--- src/rtl/serial_add_pkg.sv ---
// serial_add_pkg: shared FSM state type and default width for the serial adder
package serial_add_pkg;
  typedef enum logic [1:0] {IDLE = 2'd0, RUN = 2'd1, DONE = 2'd2} state_t;
  localparam int DEF_WIDTH = 8;
endpackage

--- src/rtl/half_adder.sv ---
// half_adder: 1-bit half adder
module half_adder (
  input  logic a,
  input  logic b,
  output logic s,
  output logic c
);
  assign s = a ^ b;
  assign c = a & b;
endmodule

--- src/rtl/serial_fa_cell.sv ---
// serial_fa_cell: combinational 1-bit full adder built from two half adders
module serial_fa_cell (
  input  logic a,
  input  logic b,
  input  logic cin,
  output logic s,
  output logic cout
);
  logic s0, c0, c1;
  half_adder u_ha0 (.a(a), .b(b), .s(s0), .c(c0));
  half_adder u_ha1 (.a(s0), .b(cin), .s(s), .c(c1));
  assign cout = c0 | c1;
endmodule

--- src/rtl/serial_add_ctrl.sv ---
// serial_add_ctrl: bit-serial adder controller, one full-adder cell sequenced over WIDTH cycles
// Define SERIAL_ADD_OVF_EN to add the registered signed-overflow output ovf.
module serial_add_ctrl
  import serial_add_pkg::*;
#(
  parameter int WIDTH = DEF_WIDTH
) (
  input  logic             clk,
  input  logic             rst,
  input  logic             start,
  input  logic [WIDTH-1:0] a,
  input  logic [WIDTH-1:0] b,
  input  logic             cin,
  output logic             busy,
  output logic             done,
  output logic [WIDTH-1:0] sum,
  output logic             cout
`ifdef SERIAL_ADD_OVF_EN
  ,
  output logic             ovf
`endif
);
  localparam int CW = $clog2(WIDTH);
  state_t state, state_n;
  logic [WIDTH-1:0] a_sh, b_sh;
  logic [CW-1:0] cnt;
  logic carry, s, c_nx, last;
  serial_fa_cell u_fa (.a(a_sh[0]), .b(b_sh[0]), .cin(carry), .s(s), .cout(c_nx));
  assign last = cnt == CW'(WIDTH - 1);
  assign busy = state == RUN;
  assign done = state == DONE;
  always_ff @(posedge clk) state <= rst ? IDLE : state_n;
  always_comb begin
    state_n = IDLE;
    if (state == IDLE) state_n = start ? RUN : IDLE;
    else if (state == RUN) state_n = last ? DONE : RUN;
  end
  always_ff @(posedge clk)
    if (rst) begin
      cnt <= '0;
      sum <= '0;
      cout <= 1'b0;
`ifdef SERIAL_ADD_OVF_EN
      ovf <= 1'b0;
`endif
    end else if (state == IDLE && start) begin
      a_sh <= a;
      b_sh <= b;
      carry <= cin;
      cnt <= '0;
      sum <= '0;
    end else if (state == RUN) begin
      a_sh <= a_sh >> 1;
      b_sh <= b_sh >> 1;
      carry <= c_nx;
      cnt <= cnt + 1'b1;
      sum <= {s, sum[WIDTH-1:1]};
      if (last) cout <= c_nx;
`ifdef SERIAL_ADD_OVF_EN
      // on the MSB step, carry is the carry into the MSB
      if (last) ovf <= carry ^ c_nx;
`endif
    end
endmodule

--- config.mk ---
export PLATFORM = sky130hd
export DESIGN_NAME = serial_add_ctrl
export DESIGN_NICKNAME = d
export VERILOG_FILES = /design/src/rtl/serial_add_pkg.sv /design/src/rtl/half_adder.sv /design/src/rtl/serial_fa_cell.sv /design/src/rtl/serial_add_ctrl.sv
export SDC_FILE = /design/constraint.sdc
export NUM_CORES = 1
export LEC_CHECK = 0
export CAP_MARGIN = 10
export CORE_MARGIN = 2
export CORE_UTILIZATION = 45
export CTS_CLUSTER_DIAMETER = 200
export CTS_CLUSTER_SIZE = 25
export DETAILED_ROUTE_END_ITERATION = 12
export PLACE_DENSITY_LB_ADDON = 0.25
export REMOVE_ABC_BUFFERS = 1
export SKIP_LAST_GASP = 1
export SLEW_MARGIN = 10
export SYNTH_ARGS = -nofsm -noshare
export SYNTH_HDL_FRONTEND = slang
export SYNTH_SLANG_ARGS = --single-unit
export TNS_END_PERCENT = 5
--- constraint.sdc ---
create_clock -name clk -period 2.6 [get_ports clk]
set_input_delay 0.39 -clock clk [delete_from_list [all_inputs] [get_ports clk]]
set_output_delay 0.39 -clock clk [all_outputs]
set_load 0.005 [all_outputs]
# [After elaboration in Yosys (flattened, before gate mapping)]
# Cells that the tools add are included.
[word_totals] regBits=31 wordCells=34 input_bits=20
[op_classes] mux=10 add_sub_neg=1 n_eq_ne=3 reduce_logical=6 bitwise_logic=7
[ops] op="$mux 8" count=4
[ops] op="$mux 2" count=3
[ops] op="$add 3x1->3 const B" count=1
[ops] op="$eq 3x3->1 const B" count=1
[ops] op="$mux 1" count=3
[ops] op="$reduce_and 3->1" count=1
[ops] op="$and 1x1->1" count=2
[ops] op="$eq 2x1->1 const B" count=1
[ops] op="$eq 2x2->1 const B" count=1
[ops] op="$logic_not 2->1" count=1
[ops] op="$not 1->1" count=2
[ops] op="$reduce_and 2->1" count=1
[ops] op="$reduce_bool 2->1" count=1
[ops] op="$reduce_or 2->1" count=1
[ops] op="$xor 1x1->1" count=2
[ops] op="$logic_and 1x1->1" count=1
[ops] op="$or 1x1->1" count=1

# [Longest topological paths before layout]
[logic_depth] word_depth=5 depth_mapped=5 ltp_nobuf=5

# [By module]
# Synthesis repeated with hierarchy kept, for this count alone.
[hier_totals] hier_cells=90 area_unflattened_um2=1262.5
[modules_own_cells] module="serial_add_ctrl" area_per_inst_um2=1231.2 cells_each=87 seq_area_each_um2=790.8 instances=1
[modules_own_cells] module="half_adder" area_per_inst_um2=12.5 cells_each=1 seq_area_each_um2=0.0 instances=2
[modules_own_cells] module="serial_fa_cell" area_per_inst_um2=6.3 cells_each=1 seq_area_each_um2=0.0 instances=1

# [Worst setup path before layout]
# OpenSTA, ideal clock, no wires.
[synth_path] path_kind="flip-flop to flip-flop" startpoint="reg state[1]" endpoint="reg a_sh[0] (enable)" stages_incl_launch_ff=2 slack_ps=522 arrival_time_ps=1666 cell_sequence="dfxtp_1 -> nor3_1"
[synth_between] elab_chain_len=4
[synth_lines] element="from (decl)" line="serial_add_ctrl.sv:24" source="state_t state, state_n;"
[synth_lines] element="from (signal assigned)" line="serial_add_ctrl.sv:32" source="always_ff @(posedge clk) state <= rst ? IDLE : state_n;"
[synth_lines] element="$logic_not 2->1" line="serial_add_ctrl.sv:46" source="end else if (state == IDLE && start) begin"
[synth_lines] element="$logic_and 1x1->1" line="serial_add_ctrl.sv:46"
[synth_lines] element="$reduce_bool 2->1 (no line) *"
[synth_lines] element="$reduce_and 2->1 (no line) *"
[synth_lines] element="to (signal assigned)" line="serial_add_ctrl.sv:53" source="a_sh <= a_sh >> 1;"
[synth_lines] element="to (decl)" line="serial_add_ctrl.sv:25" source="logic [WIDTH-1:0] a_sh, b_sh;"
# Every way passes the cells marked *; elsewhere a longest branch is shown, timed or not.
# A chain may end at the register's enable or synchronous reset.

# [Final worst setup path]
[layout_path] startpoint="reg state[1]" endpoint="out done"
[layout_between] elab_chain_len=1
[layout_lines] element="$eq 2x2->1" line="serial_add_ctrl.sv:31" source="assign done = state == DONE;"
[layout_lines] element="to (decl)" line="serial_add_ctrl.sv:15" source="output logic done,"
# No other way between the ends.

==> results.cfg <==
[floorplanning]
die_w_um = 58.3
core_area_sq_um = 2780
start_util = 0.476
die_h_um = 58.3
ioPinCount = 31
dieArea_sq_um = 3390
rows = 19

[timing]
setup_viol = 0
finalCriticalPeriod_ps = 1960
finalHoldViolCount = 0
min_period_over_period = 0.754
setup_tns_ps = 0
tightestPinTransition_ps = 386
slew_headroom = 0.742
worst_clock_skew_ps = 7.16
clock.fmax_mhz = 510
drv_slew = 0
rsz0062_at_grt = false

[drt]
routedWlPerCell_um = 13.2
vias = 829
drcViolationCount = 0
drt_iter0_drc = 12
antenna_left = 0
drtPass1Iterations = 4
vias_per_cell = 5.18
wl_um = 2120

[pwr]
ir_drop_v = 0.000414
p_leak_nw = 0.641
power_density_nw_per_um2 = 576

[global_routing]
grt_pass1_vias = 822
use_met2 = 0.223
grt_pass1_wl_um = 3560
groute.layer.met3.usage = 0.0558
top_usage_layer = met2
antenna_found_initial = 0
grt_util_all_layers = 0.142
grt_use_met1 = 0.173
grt_overflow_total = 0
grt_max_degree = 18

[setup_path]
cp_data_arrival_time_ps = 1570
crit_type = register to primary output
cp.required_ps = 2210
cp-end-kind = primary output
regToRegSetupSlack_ps = 1160
worstReg2RegStart = state[0]
startpoint_type = register
path_max_fanout = 7
reg2reg_depth = 3
r2r_end = b_sh[1]

[synthesis]
synth-async-reset-ratio = 0
synthSimpleGateAreaFrac = 0.108
synth-adder-area-share = 0.0340
synth_cell_types = 27
synth_xor_area_frac = 0
synth_mux_area_frac = 0.158
ys_ff_latch = 31
synthesis.area_sq_um = 1330
ys_warn_count = 0
synth_top_family_by_area = multiplexers
yosysTopAreaCell = edfxtp_1
synth_ff_type = edfxtp_1
syn_avg_cell_area_sq_um = 14.6
synth.area.top_cells = edfxtp_1, dfxtp_1, mux2_4
synth_cells = 91
synth_top_area_frac = 0.385
yosys-top-cells-count = edfxtp_1, dfxtp_1, nor2_1
synth_edf_count = 17
ys_seq_area_frac = 0.597
synth_most_common_cell = edfxtp_1
synth_compound_area_frac = 0.0718

[cts]
post-cts-setup-buffers = 0
ctsHtreeMaxLevel = 2
clk_path_buf_depth = 2
clock_sinks = 31
cts_resized = 0
clkLatencyLatePin_ps = 320
cts.clk_slew.worst_paths_ps = 90
cts_hold_repair.buffers = 0
root_buffer = clkbuf_4
tritoncts = yes
cts_buffers = 5

[run_status]
status = complete, no violations

[cells_and_area]
final_nets = 151
syn_to_final_growth_pct = 30.2
drive_above_1_share = 0.248
stdcell_count = 160
insertedDiodeCount = 0

[placement]
gp_congestion = 0.691
hpwl_um = 1480
dp.cells = 152
place.port_buffers = 30

[min_path]
holdPathEnd = cout
hold-path-cell-count = 2
hold_class = register to register
hold_start = cout

[run]
max_cap_violations = 0
-- critical path, cell delays in order, from the launching register on --
cell and delay, ps:
dfxtp_1 560, and2b_2 210, clkdlybuf4s50_1 480
-- kinds of logic (layout without fill, tap and decap cells) --
family	count (synthesis)	in the layout
AOI/OAI and AO/OA	13	13
adders and majority gates	3	3
and+or+nand+nor	24	24
buffers and inverters	4	42
DFF	31	31
muxes	16	16
-- area by class of cell --
type                       instances  area (sq um)
multi-input combinational         56           497
clock buffer                       8          68.8
fill                             239          1060
tap                               31          38.8
timing repair buffer              34           330
sequential                        31           791
-- metrics by stage --
stage | power [mW] | utilization | setup slack (ps) | instance area, sq um | hold slack, ps
floorplan | 0.635 | - | 522 | 1280 | 447
global placement | 0.689 | 0.596 | 657 | 1660 | 451
detailed placement | 0.695 | 0.596 | 629 | 1660 | 465
CTS | 1.01 | 0.620 | 616 | 1730 | 480
global route | 1.04 | 0.620 | 546 | 1730 | 513
finish | 0.994 | 0.620 | 640 | 1730 | 469
-- report_power, final --
group          leakage [nW]  total (mW)  internal, mW  switching, mW
registers             0.276       0.556         0.546        0.00976
logic                 0.327       0.126        0.0782         0.0480
clock network        0.0386       0.312         0.159          0.153
total                 0.641       0.994         0.784          0.210
-- sequential cells by signal (all words and copies together), names as in the netlist --
register  flops
cout          1
state         2
cnt           3
a_sh          8
carry         1
sum           8
b_sh          8
-- routing by layer --
| layer | share of wire | up-vias |
|---|---|---|
| li1 | - | 405 |
| met1 | 0.44 | 400 |
| met2 | 0.49 | 20 |
| met3 | 0.053 | 4 |
| met4 | 0.015 | 0 |
| met5 | 0 | - |
-- layout by cell type (no fill, tap or decap), types with 4 or more instances in the layout --
cell type and instances:
a22oi_1 10, edfxtp_1 17, dfxtp_1 14, mux2_4 8, clkdlybuf4s50_1 30, nor2_1 13, mux2_2 7, buf_4 4
clkbuf_4 5
-- worst max path at each step --
stage,endpoint,from
floorplan,a_sh[0],state[1]
detailed placement,carry,start
finish,done,state[1]
global route,done,state[1]
CTS,done,state[1]
global placement,carry,start
No activity file was read; power rests on OpenSTA's default activity.
